==> config.mk <==
export PLATFORM = sky130hd
export DESIGN_NAME = sobel_window_flat
export DESIGN_NICKNAME = d
export VERILOG_FILES = /design/src/rtl/sobel_window_pkg.sv /design/src/rtl/sobel_window_if.sv /design/src/rtl/sobel_window_line_buf.sv /design/src/rtl/sobel_window.sv /design/src/flat_wrapper.sv
export SDC_FILE = /design/constraint.sdc
export NUM_CORES = 1
export LEC_CHECK = 0
export CAP_MARGIN = 20
export CORE_UTILIZATION = 45
export DETAILED_ROUTE_END_ITERATION = 8
export PLACE_DENSITY_LB_ADDON = 0.12
export SETUP_SLACK_MARGIN = 0.2
export SLEW_MARGIN = 20
export SYNTH_ARGS = -nofsm -noshare
export SYNTH_HDL_FRONTEND = slang
export SYNTH_SLANG_ARGS = --single-unit
==> constraint.sdc <==
create_clock -name clk -period 7.1 [get_ports clk]
set_input_delay 0.71 -clock clk [delete_from_list [all_inputs] [get_ports clk]]
set_output_delay 0.71 -clock clk [all_outputs]
set_load 0.005 [all_outputs]
==> src/rtl/sobel_window_pkg.sv <==
// -----------------------------------------------------------------------------
// sobel_window_pkg
// Shared constants and types for the 3x3 sliding-window generator.
//   SW_IMG_W / SW_IMG_H : image geometry (pixels per row / rows per frame)
//   SW_PW               : pixel width in bits
//   SW_AW               : raster address width (covers IMG_W*IMG_H)
//   SW_CW               : width of the row/column counters
//   sw_state_e          : FILL (priming line buffers) / RUN (emitting windows)
// -----------------------------------------------------------------------------
package sobel_window_pkg;

  localparam int SW_IMG_W = 64;
  localparam int SW_IMG_H = 64;
  localparam int SW_PW    = 8;
  localparam int SW_AW    = 13;
  localparam int SW_CW    = 11;

  typedef enum logic {
    FILL = 1'b0,
    RUN  = 1'b1
  } sw_state_e;

  // Raster address of the window centre, given the raster address of the
  // pixel that completes the window (its bottom-right corner). The centre is
  // one row up and one column left, so a single subtraction suffices.
  function automatic logic [SW_AW-1:0] centre_addr(
    input logic [SW_AW-1:0] corner_addr,
    input int               img_w
  );
    return corner_addr - SW_AW'(img_w + 1);
  endfunction

endpackage

==> src/rtl/sobel_window_if.sv <==
// -----------------------------------------------------------------------------
// sobel_window_if
// Pixel-stream input and window output of the sliding-window generator.
//   in_valid / in_pixel : one raster-ordered pixel per cycle with in_valid high
//   win_valid           : one-cycle pulse, win / win_addr hold a fresh window
//   win                 : 3x3 window, element (r,c) at [PW*(3r+c) +: PW]
//   win_addr            : raster address of the window centre
//   frame_done          : one-cycle pulse after the last pixel of a frame
//
// Handshake: there is no back-pressure. A pixel is accepted on every rising
// edge where in_valid is high; the consumer must take win whenever win_valid
// pulses. win / win_addr are stable while win_valid is low.
// Modports: master drives pixels (source side), slave is the window generator.
// -----------------------------------------------------------------------------
interface sobel_window_if #(
  parameter int PW = sobel_window_pkg::SW_PW,
  parameter int AW = sobel_window_pkg::SW_AW
) ();

  logic          in_valid;
  logic [PW-1:0] in_pixel;
  logic          win_valid;
  logic [9*PW-1:0] win;
  logic [AW-1:0] win_addr;
  logic          frame_done;

  modport master (
    output in_valid, in_pixel,
    input  win_valid, win, win_addr, frame_done
  );

  modport slave (
    input  in_valid, in_pixel,
    output win_valid, win, win_addr, frame_done
  );

endinterface

==> src/rtl/sobel_window_line_buf.sv <==
// -----------------------------------------------------------------------------
// line_buf
// One image row of pixel storage, indexed by column.
//   clk     : clock
//   wr_en   : write the entry at addr this cycle (one per accepted pixel)
//   addr    : column index, shared by read and write
//   wr_data : value stored at addr
//   rd_data : current contents at addr (asynchronous read, so the value read
//             in a cycle is the one written one image row earlier)
// Contents are not reset; stale entries are never emitted by the parent.
// -----------------------------------------------------------------------------
module line_buf #(
  parameter int DEPTH = 64,
  parameter int PW    = 8,
  parameter int AIW   = $clog2(DEPTH)
) (
  input  logic           clk,
  input  logic           wr_en,
  input  logic [AIW-1:0] addr,
  input  logic [PW-1:0]  wr_data,
  output logic [PW-1:0]  rd_data
);

  logic [PW-1:0] mem_q [DEPTH];

  assign rd_data = mem_q[addr];

  always_ff @(posedge clk) begin
    if (wr_en) begin
      mem_q[addr] <= wr_data;
    end
  end

endmodule

==> src/rtl/sobel_window.sv <==
// -----------------------------------------------------------------------------
// sobel_window
// Turns a raster pixel stream into 3x3 neighbourhoods for every interior
// pixel of the image.
//   clk       : clock, all state changes on the rising edge
//   reset     : synchronous active-high reset
//   sif       : pixel input / window output (slave side of sobel_window_if)
//   dbg_state : current FILL/RUN state
//
// Two line buffers delay the stream by one and two rows; a 3x3 shift array
// collects three columns. Windows are registered into a separate output
// register so they stay stable between pulses.
// -----------------------------------------------------------------------------
module sobel_window
  import sobel_window_pkg::*;
#(
  parameter int IMG_W = SW_IMG_W,
  parameter int IMG_H = SW_IMG_H,
  parameter int PW    = SW_PW
) (
  input  logic      clk,
  input  logic      reset,
  sobel_window_if.slave sif,
  output sw_state_e dbg_state
);

  localparam int AIW = $clog2(IMG_W);

  // Counters and raster address of the next pixel to arrive
  logic [SW_CW-1:0] col_q, col_d;
  logic [SW_CW-1:0] row_q, row_d;
  logic [SW_AW-1:0] pix_addr_q, pix_addr_d;

  sw_state_e state_q, state_d;

  // 3x3 working array, [r][c]; packed so that element (r,c) lands at
  // bit offset PW*(3r+c) when viewed flat, matching the output layout.
  logic [2:0][2:0][PW-1:0] shift_q, shift_d;

  logic [9*PW-1:0]  win_q, win_d;
  logic [SW_AW-1:0] win_addr_q, win_addr_d;
  logic             win_valid_q, win_valid_d;
  logic             frame_done_q, frame_done_d;

  logic [PW-1:0] line1_rd;
  logic [PW-1:0] line2_rd;

  logic accept;
  logic last_col;
  logic last_row;

  assign accept   = sif.in_valid;
  assign last_col = (col_q == SW_CW'(IMG_W - 1));
  assign last_row = (row_q == SW_CW'(IMG_H - 1));

  // line1 holds row-1, line2 holds row-2: each accepted pixel pushes the
  // column down one row position.
  line_buf #(
    .DEPTH (IMG_W),
    .PW    (PW),
    .AIW   (AIW)
  ) u_line1 (
    .clk     (clk),
    .wr_en   (accept),
    .addr    (col_q[AIW-1:0]),
    .wr_data (sif.in_pixel),
    .rd_data (line1_rd)
  );

  line_buf #(
    .DEPTH (IMG_W),
    .PW    (PW),
    .AIW   (AIW)
  ) u_line2 (
    .clk     (clk),
    .wr_en   (accept),
    .addr    (col_q[AIW-1:0]),
    .wr_data (line1_rd),
    .rd_data (line2_rd)
  );

  // ---------------------------------------------------------------------------
  // FSM: FILL covers rows 0-1 (line buffers priming), RUN covers the rest.
  // ---------------------------------------------------------------------------
  always_ff @(posedge clk) begin
    if (reset) begin
      state_q <= FILL;
    end else begin
      state_q <= state_d;
    end
  end

  always_comb begin
    state_d = state_q;
    if (accept && last_col) begin
      unique case (state_q)
        FILL: if (row_q == SW_CW'(1)) state_d = RUN;
        RUN:  if (last_row)           state_d = FILL;
        default: state_d = FILL;
      endcase
    end
  end

  // ---------------------------------------------------------------------------
  // Datapath next-state
  // ---------------------------------------------------------------------------
  always_comb begin
    col_d        = col_q;
    row_d        = row_q;
    pix_addr_d   = pix_addr_q;
    shift_d      = shift_q;
    win_d        = win_q;
    win_addr_d   = win_addr_q;
    win_valid_d  = 1'b0;
    frame_done_d = 1'b0;

    if (accept) begin
      // Raster position
      if (last_col) begin
        col_d = '0;
        row_d = last_row ? '0 : row_q + SW_CW'(1);
      end else begin
        col_d = col_q + SW_CW'(1);
      end
      pix_addr_d = (last_col && last_row) ? '0 : pix_addr_q + SW_AW'(1);

      // Shift columns left, new right column is {row-2, row-1, row}
      for (int r = 0; r < 3; r++) begin
        shift_d[r][0] = shift_q[r][1];
        shift_d[r][1] = shift_q[r][2];
      end
      shift_d[0][2] = line2_rd;
      shift_d[1][2] = line1_rd;
      shift_d[2][2] = sif.in_pixel;

      // In RUN all three rows are from this frame; col >= 2 guarantees all
      // three columns are from the current row, so no row straddling.
      if (state_q == RUN && col_q >= SW_CW'(2)) begin
        win_valid_d = 1'b1;
        win_d       = shift_d;
        win_addr_d  = centre_addr(pix_addr_q, IMG_W);
      end

      frame_done_d = last_col && last_row;
    end
  end

  always_ff @(posedge clk) begin
    if (reset) begin
      col_q        <= '0;
      row_q        <= '0;
      pix_addr_q   <= '0;
      shift_q      <= '0;
      win_q        <= '0;
      win_addr_q   <= '0;
      win_valid_q  <= 1'b0;
      frame_done_q <= 1'b0;
    end else begin
      col_q        <= col_d;
      row_q        <= row_d;
      pix_addr_q   <= pix_addr_d;
      shift_q      <= shift_d;
      win_q        <= win_d;
      win_addr_q   <= win_addr_d;
      win_valid_q  <= win_valid_d;
      frame_done_q <= frame_done_d;
    end
  end

  assign sif.win_valid  = win_valid_q;
  assign sif.win        = win_q;
  assign sif.win_addr   = win_addr_q;
  assign sif.frame_done = frame_done_q;
  assign dbg_state      = state_q;

endmodule

==> src/flat_wrapper.sv <==
// flat-port wrapper written by rule: the top's interface ports become plain ports
module sobel_window_flat import sobel_window_pkg::*;
#(
  parameter int IMG_W = SW_IMG_W,
  parameter int IMG_H = SW_IMG_H,
  parameter int PW    = SW_PW
)
  (clk, reset, dbg_state, sif_in_valid, sif_in_pixel, sif_win_valid, sif_win, sif_win_addr, sif_frame_done);
  sobel_window_if #(.PW(PW), .AW(SW_AW)) sif_i ();
  input  logic clk;
  input  logic reset;
  output sw_state_e dbg_state;
  input wire logic [$bits(sif_i.in_valid)-1:0] sif_in_valid;
  input wire logic [$bits(sif_i.in_pixel)-1:0] sif_in_pixel;
  output wire logic [$bits(sif_i.win_valid)-1:0] sif_win_valid;
  output wire logic [$bits(sif_i.win)-1:0] sif_win;
  output wire logic [$bits(sif_i.win_addr)-1:0] sif_win_addr;
  output wire logic [$bits(sif_i.frame_done)-1:0] sif_frame_done;
  assign sif_i.in_valid = sif_in_valid;
  assign sif_i.in_pixel = sif_in_pixel;
  assign sif_win_valid = sif_i.win_valid;
  assign sif_win = sif_i.win;
  assign sif_win_addr = sif_i.win_addr;
  assign sif_frame_done = sif_i.frame_done;
  sobel_window #(.IMG_W(IMG_W), .IMG_H(IMG_H), .PW(PW)) u_core (.clk(clk), .reset(reset), .sif(sif_i), .dbg_state(dbg_state));
endmodule
==> results.py, run 1 <==
metrics = {
    "route": {
        "wl_met1_um": 52800,
        "dr_wl_met3_um": 7972,
        "wl_met2_um": 55330,
        "dr.max_layer_used": "met4",
        "drtIter0Drc": 2572,
        "antenna_left": 0,
        "vias": 25114,
        "routedWlPerCell_um": 27.56,
        "routed_wl_um": 118600,
        "drt_pre_antenna_iters": 6,
        "viasPerCell": 5.838,
        "drc": 0,
    },
    "worst_setup_path": {
        "critPathRequiredTime_ps": 7580,
        "setup.worst_path.end_class": "flop",
        "worst-path-max-fanout": 33,
        "path_class": "flop to flop",
        "cp-start-kind": "flop",
        "cp.arrival_ps": 4650,
        "r2r_cells": 8,
        "r2r_slack_ps": 2930,
        "r2r_end": "u_core.u_line2.mem_q[55][3]$_DFFE_PP_",
    },
    "power": {
        "p_total_uw": 14460,
        "power_density_mw_per_mm2": 273.3,
        "p_leak_uw": 0.01648,
        "vdd_drop_max_mv": 0.2067,
    },
    "sta": {
        "fin_crit_sh_pct": 58.66,
        "min_period_ps": 4165,
        "setup_viol": 0,
        "finalWorstSetupSlack_ps": 2935,
        "finalSetupTns_ps": 0,
        "clock_skew_ps": 23.95,
        "worst_pin_slew_ps": 1145,
        "max_freq_ghz": 0.2401,
        "slew_headroom_pct": 22.59,
        "maxSlewViolCount": 0,
        "hold_viol_final": 0,
        "grt_setup_unrepaired": "no",
    },
    "die": {
        "pin_count": 99,
        "initial_core_util_pct": 45.36,
        "die_h_um": 322.2,
        "coreArea_sq_mm": 0.1017,
        "dieArea_sq_mm": 0.1038,
        "dieWidth_um": 322.2,
        "num_rows": 117,
    },
    "clocking": {
        "clockBufferDepth": 3,
        "insertion_delay_ps": 720,
        "htree_levels": 3,
        "cts_made_buffers": 120,
        "cts_hold_buf": 0,
        "cts_resized": 0,
        "cts_tree": "done",
        "path_clk_slew_ps": 60,
        "clockRootBuffer": "clkbuf_16",
        "post-cts-setup-buffers": 0,
        "cts_sinks": 1201,
    },
    "yosys": {
        "synth_seq_cells": 1201,
        "synth_area_per_cell_sq_um": 17.35,
        "syn_area_sq_mm": 0.04615,
        "synth_nets": 2677,
        "synth_cell_type_count": 53,
        "ys_seq_area_share_pct": 74.31,
        "yosys_warnings": 0,
        "netlist_instances": 2660,
    },
    "place": {
        "portBuffers": 98,
        "place_inst": 4076,
        "place_congestion": 0.8418,
        "hpwl_um": 68080,
        "place_ws_ps": 2631,
    },
    "cells_and_area": {
        "syn2layout_area_growth_pct": 14.68,
        "nNetsFinal": 2848,
        "stdcell_count": 4302,
        "drive_above_1_share_pct": 20.47,
        "final_common_cell": "edfxtp_1",
        "mostFrequentLayoutCells": "edfxtp_1 (1,024), dfxtp_1 (174), nand2_1 (172)",
        "fillers": 8147,
    },
    "grt": {
        "antenna_found_initial": 0,
        "grtUsageTotal_pct": 22.96,
        "grt_remaining_overflow": 0,
        "grt_pass1_vias": 24928,
        "grt_pass1_wl_um": 171800,
        "grt_max_degree": 111,
    },
    "run_status": {
        "status": "finished, final reports clean",
    },
    "hold_path": {
        "holdPathStages": 2,
        "hold_end": "u_core.sif.win[24]$_SDFFE_PP0P_",
        "min_path_type": "flop to flop",
        "min_from": "u_core.sif.win[24]$_SDFFE_PP0P_",
    },
    "run": {
        "maxCapViolations": 0,
    },
}
[critical path: stages, from the launching register on]
cell,delay (ps)
dfxtp_1,940
or2_2,480
buf_4,450
a211oi_1,110
a2111oi_0,500
buf_4,220
nor4_2,100
nor2_4,600
buf_4,440
[worst max-delay path by stage]
| stage | startpoint | end | slack (ps) | depth (start not counted) |
|---|---|---|---|---|
| 6_report | flop | u_core.u_line2.mem_q[55][3]$_DFFE_PP_ | 2930 | 8 |
| 5_1_grt | flop | u_core.u_line2.mem_q[50][3]$_DFFE_PP_ | 2700 | 8 |
| 4_1_cts | flop | u_core.u_line2.mem_q[34][3]$_DFFE_PP_ | 2610 | 8 |
| 3_5_place_dp | flop | u_core.u_line2.mem_q[54][3]$_DFFE_PP_ | 2630 | 8 |
| 3_3_place_gp | flop | u_core.u_line2.mem_q[6][3]$_DFFE_PP_ | 2730 | 8 |
| 2_1_floorplan | flop | u_core.u_line2.mem_q[0][7]$_DFFE_PP_ | 3300 | 8 |
[layer usage]
layer	vias up	track usage, %
met1	13119	33.38
met4	0	6.444
met3	155	3.378
met2	918	36.11
met5	-	0
li1	10922	-
[stage by stage]
stage                     hold slack (ps)  cell area [sq um]  utilization [%]
after floorplan                     431.2              46150                -
after global placement              440.3              49080            48.24
after detailed placement            444.3              49140            48.29
after CTS                           418.8              52870            51.97
after global routing                456.7              52910            52.01
final                               452.2              52920            52.01
[layout make-up]
type                            instances  area (sq um)  area share [%]
Antenna cell                            3         7.507         0.01419
Clock buffer                          158          3271           6.180
Clock inverter                         64         465.4          0.8795
Inverter                               12         45.04         0.08512
Multi-Input combinational cell       1278         11190           21.15
Sequential cell                      1201         34300           64.82
Tap cell                             1368          1712           3.234
Timing Repair Buffer                  218          1927           3.641
[flip-flops by register name, summed over array words and instances, names as in the netlist, named ones only]
signal / flops
u_core.u_line1.mem_q: 512
u_core.u_line2.mem_q: 512
u_core.sif.win: 72
u_core.shift_q: 48
u_core.pix_addr_q: 13
u_core.sif.win_addr: 13
u_core.col_q: 11
u_core.row_q: 11
u_core.dbg_state: 1
u_core.sif.frame_done: 1
u_core.sif.win_valid: 1
[report_power, final]
group	internal, uW	switching [uW]	total [uW]
Clock	3410	2630	6040
Combinational	191	424	615
Sequential	7780	32.4	7810
[cell usage after synthesis (all sizes together)]
cell type  count  area share (%)
and3           6           0.081
clkbuf        85            0.69
nand3         17            0.18
nor3b          2           0.033
mux2         112             2.7
and3b          2           0.038
and4           3           0.057
xor2          21            0.40
dfxtp        177             7.7
or3            8            0.11
o221ai         1           0.019
edfxtp      1024              67
nand2        172             1.4
a31oi          2           0.027
inv           11           0.089
o32ai         15            0.28
nor3          30            0.33
o311a          1           0.022
and2           2           0.027
nand4         16            0.22
nand2b        27            0.37
nor4b          3           0.057
buf           84            0.98
nand3b        18            0.29
clkinv         1          0.0081
a211oi        56            0.91
xnor2         19            0.36
nor2b         43            0.58
a22oi         56            0.91
nor2         149             1.2
or4            4           0.073
or2            2           0.027
o311ai         1           0.057
o31ai         15            0.24
o21bai         1           0.016
a311oi         2           0.038
a21oi         68            0.78
nor4          30            0.42
mux2i        106             2.3
o21ai          1           0.011
a21o           1           0.016
o22ai         69            0.94
a2111oi       38            0.72
ha             6            0.16
mux4         153             7.5
[cell families after synthesis]
| logic type | synth area share (%) |
|---|---|
| adders and majority gates | 0.1627 |
| muxes | 12.50 |
| and+or+nand+nor | 5.501 |
| xor gates and xnor gates | 0.7592 |
| DFF | 74.31 |
| buffers and inverters | 1.773 |
| AOI/OAI and AO/OA | 4.992 |
Note: power is estimated with default switching activity, not from simulation.
==> inputs of run 2 (changes only) <==
==> constraint.sdc (replaced) <==
create_clock -name clk -period 4.2 [get_ports clk]
set_input_delay 0.42 -clock clk [delete_from_list [all_inputs] [get_ports clk]]
set_output_delay 0.42 -clock clk [all_outputs]
set_load 0.005 [all_outputs]
==> run 2 against run 1 <==
  * First-iteration DRC count fell by 12%
  * Final area grew 1.5%
  * Register-to-register slack got worse by 2700 ps
  * Maximum frequency increased by 5.1%
  * Worst setup slack lost 2700 ps
  * Hold slack got worse by 300 ps
  * Die area is the same
  * Clock-buffer cell count down 2
  * Sequential share of layout area decreased by 0.96 points
  * Non-clock buffer count increased by 71
  * Core utilization grew 0.79 points
  * Critical path type unchanged
==> results.py, run 2 (same netlist as run 1, synthesis figures left out) <==
metrics = {
    "power": {
        "p_leak_uw": 0.01699,
        "combinationalPowerShare_pct": 4.4,
        "switching_power_uw": 5170,
        "vdd_drop_max_mv": 0.3445,
        "swShare_pct": 20.77,
        "power_density_mw_per_mm2": 463.4,
        "p_clk_share_pct": 42.5,
        "p_int_uw": 19720,
        "pwr-share-seq_pct": 53.1,
    },
    "grt": {
        "grt_pass1_vias": 24876,
        "grtUsageTotal_pct": 23.06,
        "grt_remaining_overflow": 0,
        "grt_max_degree": 83,
        "antenna_found_initial": 2,
        "grt_pass1_wl_um": 172600,
    },
    "worst_setup_path": {
        "cp-start-kind": "flop",
        "r2r_slack_ps": 240,
        "setup.worst_path.end_class": "flop",
        "critPathRequiredTime_ps": 4610,
        "crit_chain": "buf_12 > mux4_2 > a22oi_1 > nand2_1 > nor4_2 > buf_4 > nor2_4 > buf_16",
        "path_class": "flop to flop",
        "slowest_stage": "dfxtp_4",
        "cp.arrival_ps": 4370,
        "worst-path-max-fanout": 49,
        "cpPeakStageDelay_ps": 730,
    },
    "clocking": {
        "post-cts-setup-buffers": 0,
        "cts_tree": "done",
        "clockRootBuffer": "clkbuf_16",
        "clockBufferDepth": 3,
        "cts_made_buffers": 118,
        "cts_resized": 0,
        "cts_sinks": 1201,
        "cts_hold_buf": 0,
        "htree_levels": 3,
        "insertion_delay_ps": 690,
        "path_clk_slew_ps": 60,
    },
    "route": {
        "wl_met1_um": 53860,
        "viasPerCell": 5.745,
        "drc": 0,
        "vias": 25105,
        "routed_wl_um": 119100,
        "antenna_left": 0,
        "routedWlPerCell_um": 27.25,
        "dr.max_layer_used": "met4",
        "drtIter0Drc": 2264,
        "dr_wl_met3_um": 7511,
        "drt_pre_antenna_iters": 5,
        "wl_met2_um": 55870,
    },
    "sta": {
        "min_period_ps": 3963,
        "maxSlewViolCount": 0,
        "max_freq_ghz": 0.2523,
        "hold_viol_final": 0,
        "finalSetupTns_ps": 0,
        "worst_pin_slew_ps": 1097,
        "setup_viol": 0,
        "timing.hold.ws_ps": 155.6,
        "fin_crit_sh_pct": 94.36,
        "grt_setup_unrepaired": "no",
        "clock_skew_ps": 27.68,
        "slew_headroom_pct": 24.99,
    },
    "place": {
        "hpwl_um": 72680,
        "place_congestion": 0.8369,
        "place_area_sq_mm": 0.04978,
        "portBuffers": 98,
    },
    "die": {
        "dieWidth_um": 322.2,
        "initial_core_util_pct": 45.36,
        "dieArea_sq_mm": 0.1038,
        "pin_count": 99,
        "num_rows": 117,
        "coreArea_sq_mm": 0.1017,
        "die_h_um": 322.2,
    },
    "cells_and_area": {
        "diodes": 0,
        "nNetsFinal": 2917,
        "fin_area_sq_mm": 0.05372,
        "mostFrequentLayoutCells": "edfxtp_1 (1,024), buf_4 (175), dfxtp_1 (174)",
        "drive_above_1_share_pct": 22.35,
        "seq_area_sq_mm": 0.03430,
        "multi_input_area_sq_mm": 0.01115,
        "final_common_cell": "edfxtp_1",
        "syn2layout_area_growth_pct": 16.41,
        "fillers": 8118,
    },
    "run_status": {
        "status": "finished, final reports clean",
    },
    "run": {
        "maxCapViolations": 0,
    },
    "hold_path": {
        "min_path_type": "primary input to flop",
    },
}
==> run 2: cell count changes in the layout (fill, tap and decap cells not counted), sizes merged <==
| cell | previous run | this run |
|---|---|---|
| buf | 130 | 201 |
| bufinv | 5 | 13 |
| clkbuf | 158 | 156 |
| clkinv | 52 | 49 |
| clkinvlp | 3 | 2 |
| diode | 3 | 0 |
| inv | 16 | 14 |
==> run 2: final cells by class <==
| type | instances | area share, % |
|---|---|---|
| Inverter | 12 | 0.08385 |
| Multi-Input combinational cell | 1278 | 20.76 |
| Tap cell | 1368 | 3.186 |
| Timing Repair Buffer | 289 | 4.859 |
| Clock inverter | 66 | 1.239 |
| Clock buffer | 156 | 6.019 |
| Sequential cell | 1201 | 63.85 |
==> run 2: metal layers <==
layer	vias up	GRT usage [%]
met3	139	3.390
met4	0	4.794
met5	-	0
met1	13095	33.78
met2	824	36.79
li1	11047	-
==> run 2: power groups by stage <==
stage	logic [uW]	clock network (uW)	registers, uW
2_1_floorplan	577	0	13400
3_3_place_gp	1050	0	13500
3_5_place_dp	1100	0	13500
4_1_cts	1100	10800	13200
5_1_grt	1180	11200	13200
6_report	1100	10600	13200
==> run 2: worst paths after layout <==
check / cells past startpoint / end / start
min reg2reg: 2 / u_core.sif.win[48]$_SDFFE_PP0P_ / u_core.shift_q[56]$_SDFFE_PP0P_
min: 3 / u_core.sif.frame_done$_SDFF_PP0_ / sif_in_valid
max: 8 / u_core.u_line2.mem_q[54][5]$_DFFE_PP_ / flop
max reg2reg: 8 / u_core.u_line2.mem_q[54][5]$_DFFE_PP_ / flop
==> run 2: worst max-delay path, delay by kind of cell (launching register included) <==
kind,cells,cell delay [ps]
AO/OA/AOI/OAI,1,520
buffers and inverters,3,900
flip-flops,1,730
multiplexers,1,560
AND/OR/NAND/NOR,3,810
==> run 2: per-stage QoR <==
step / utilization, % / std cells / setup slack, ps / total power (uW)
4_1_cts: 52.76 / 4368 / 229.6 / 25090
3_5_place_dp: 48.93 / 4146 / 273.3 / 14570
5_1_grt: 52.80 / 4370 / 200.2 / 25610
6_report: 52.80 / 4370 / 236.9 / 24890
3_3_place_gp: 48.87 / 4144 / -47.65 / 14510
2_1_floorplan: - / 2660 / 402.4 / 14020
==> inputs of run 3 (changes only) <==
--- a/config.mk
+++ b/config.mk
@@ -7,6 +7,7 @@
 export LEC_CHECK = 0
 export CAP_MARGIN = 20
 export CORE_UTILIZATION = 45
+export CTS_CLUSTER_DIAMETER = 40
 export DETAILED_ROUTE_END_ITERATION = 8
 export PLACE_DENSITY_LB_ADDON = 0.12
 export SETUP_SLACK_MARGIN = 0.2
==> constraint.sdc (replaced) <==
create_clock -name clk -period 4.1 [get_ports clk]
set_input_delay 0.41 -clock clk [delete_from_list [all_inputs] [get_ports clk]]
set_output_delay 0.41 -clock clk [all_outputs]
set_load 0.005 [all_outputs]
==> run 3 against run 2 <==
  * Clock power is 23% higher
  * Maximum frequency is 6.8% higher
  * First-iteration DRC count is 3.7% higher
  * Worst setup slack better by 150 ps
==> results.py, run 3 (same netlist as run 1, synthesis figures left out) <==
metrics = {
    "power": {
        "vdd_drop_max_mv": 0.3551,
        "switching_power_uw": 5989,
        "power_density_mw_per_mm2": 505.0,
        "p_clk_share_pct": 47.0,
        "p_int_uw": 21730,
        "swShare_pct": 21.61,
        "combinationalPowerShare_pct": 4.2,
        "p_total_uw": 27720,
        "p_leak_uw": 0.01751,
        "pwr-share-seq_pct": 48.8,
    },
    "clocking": {
        "cts_made_buffers": 150,
        "cts_sinks": 1201,
        "clockRootBuffer": "clkbuf_16",
        "path_clk_slew_ps": 60,
        "insertion_delay_ps": 740,
        "clockBufferDepth": 3,
        "cts_hold_buf": 0,
        "post-cts-setup-buffers": 0,
        "cts_resized": 0,
        "htree_levels": 4,
        "cts_tree": "done",
    },
    "die": {
        "die_h_um": 322.2,
        "pin_count": 99,
        "dieWidth_um": 322.2,
        "dieArea_sq_mm": 0.1038,
        "coreArea_sq_mm": 0.1017,
        "initial_core_util_pct": 45.36,
        "num_rows": 117,
    },
    "worst_setup_path": {
        "cpPeakStageDelay_ps": 970,
        "cp-start-kind": "flop",
        "crit_end": "u_core.u_line2.mem_q[36][1]$_DFFE_PP_",
        "path_class": "flop to flop",
        "crit_top_cell": "buf_12",
        "r2r_slack_ps": 390,
        "r2r_cells": 7,
        "cp.arrival_ps": 4190,
        "cp.depth": 7,
        "critPathRequiredTime_ps": 4570,
        "worst-path-max-fanout": 35,
        "path_delay_family": "simple AND/OR/NAND/NOR gates",
        "crit_chain": "buf_12 > mux4_2 > a22oi_1 > nand2_1 > nor4_1 > nor2_4 > buf_12",
        "r2r_end": "u_core.u_line2.mem_q[36][1]$_DFFE_PP_",
        "slowest_stage": "nor4_1",
        "cp_num_buf_inv": 2,
        "setup.worst_path.end_class": "flop",
    },
    "sta": {
        "worst_pin_slew_ps": 1139,
        "slew_headroom_pct": 23.40,
        "grt_setup_unrepaired": "no",
        "fin_crit_sh_pct": 90.53,
        "clock_skew_ps": 23.70,
        "finalSetupTns_ps": 0,
        "max_freq_ghz": 0.2694,
        "hold_viol_final": 0,
        "maxSlewViolCount": 0,
        "min_period_ps": 3712,
        "setup_viol": 0,
    },
    "route": {
        "antenna_left": 0,
        "vias": 25636,
        "drc": 0,
        "drtIter0Drc": 2348,
        "routedWlPerCell_um": 27.77,
        "routed_wl_um": 123100,
        "drt_pre_antenna_iters": 5,
        "viasPerCell": 5.784,
    },
    "grt": {
        "grtUsageTotal_pct": 23.92,
        "grt_pass1_wl_um": 176900,
        "antenna_found_initial": 1,
        "grt_remaining_overflow": 0,
        "grt_pass1_vias": 25480,
        "grt_max_degree": 83,
    },
    "run": {
        "maxCapViolations": 0,
    },
    "cells_and_area": {
        "mostFrequentLayoutCells": "edfxtp_1 (1,024), dfxtp_1 (174), nand2_1 (172), buf_4 (172), clkbuf_16 (156)",
        "final_common_cell": "edfxtp_1",
        "utilization_pct": 53.95,
        "nNetsFinal": 2952,
        "syn2layout_area_growth_pct": 18.95,
        "drive_above_1_share_pct": 24.13,
    },
    "hold_path": {
        "min_path_type": "primary input to flop",
        "min_from": "sif_in_valid",
    },
    "place": {
        "place_congestion": 0.8392,
        "hpwl_um": 74190,
        "portBuffers": 98,
    },
    "run_status": {
        "status": "finished, final reports clean",
    },
}
[run 3: changes by cell type in the layout (fill, tap and decap cells not counted), sizes merged]
cell	change
buf	+3
bufinv	-1
clkbuf	+23
clkinv	+5
clkinvlp	+14
diode	+2
inv	+16
[run 3: power groups by stage]
| stage | clock, uW | combinational (uW) | sequential (uW) |
|---|---|---|---|
| after detailed placement | 0 | 1170 | 13800 |
| after global placement | 0 | 1140 | 13800 |
| final | 13000 | 1160 | 13500 |
| after global routing | 13700 | 1250 | 13500 |
| after floorplan | 0 | 591 | 13800 |
| after CTS | 13200 | 1170 | 13500 |
[run 3: worst register-to-register path, delay by kind of cell, from the launching register on]
kind            cells  cell delay [ps]
simple gates        3             1380
flops               1              680
buf+inv             2              640
mux                 1              560
compound gates      1              190
[run 3: worst min-delay path by stage]
stage	endpoint	slack, ps	depth (start not counted)
after CTS	u_core.sif.frame_done$_SDFF_PP0_	50	3
after global routing	u_core.sif.frame_done$_SDFF_PP0_	80	3
after global placement	u_core.sif.win[68]$_SDFFE_PP0P_	440	2
after detailed placement	u_core.sif.win[1]$_SDFFE_PP0P_	440	2
after floorplan	u_core.sif.win[0]$_SDFFE_PP0P_	430	2
final	u_core.sif.frame_done$_SDFF_PP0_	80	3
[run 3: routing by layer]
layer / GRT usage (%) / vias to the layer above / wire (um) / part of all wire [%]
li1: - / 11160 / - / -
met1: 33.99 / 13357 / 53910 / 44
met2: 37.21 / 936 / 57250 / 47
met3: 4.590 / 181 / 8528 / 6.9
met4: 7.481 / 2 / 3211 / 2.6
met5: 1.296 / - / 188 / 0.15
[run 3: cell type report]
| type | count | area (sq um) |
|---|---|---|
| Fill cell | 8033 | 46850 |
| Sequential cell | 1201 | 34300 |
| Multi-Input combinational cell | 1278 | 11140 |
| Clock buffer | 179 | 4020 |
| Timing Repair Buffer | 292 | 2678 |
| Tap cell | 1368 | 1712 |
| Clock inverter | 100 | 991.0 |
| Inverter | 12 | 45.04 |
| Antenna cell | 2 | 5.005 |
[run 3: metrics by stage]
stage	hold slack, ps	setup slack, ps	std cells	cell area (sq um)
2_1_floorplan	431.2	302.4	2660	46150
5_1_grt	81.36	282.6	4430	54890
4_1_cts	51.82	384.0	4429	54870
3_3_place_gp	441.3	470.0	4149	49850
3_5_place_dp	443.7	413.5	4150	49860
6_report	82.64	388.2	4432	54890
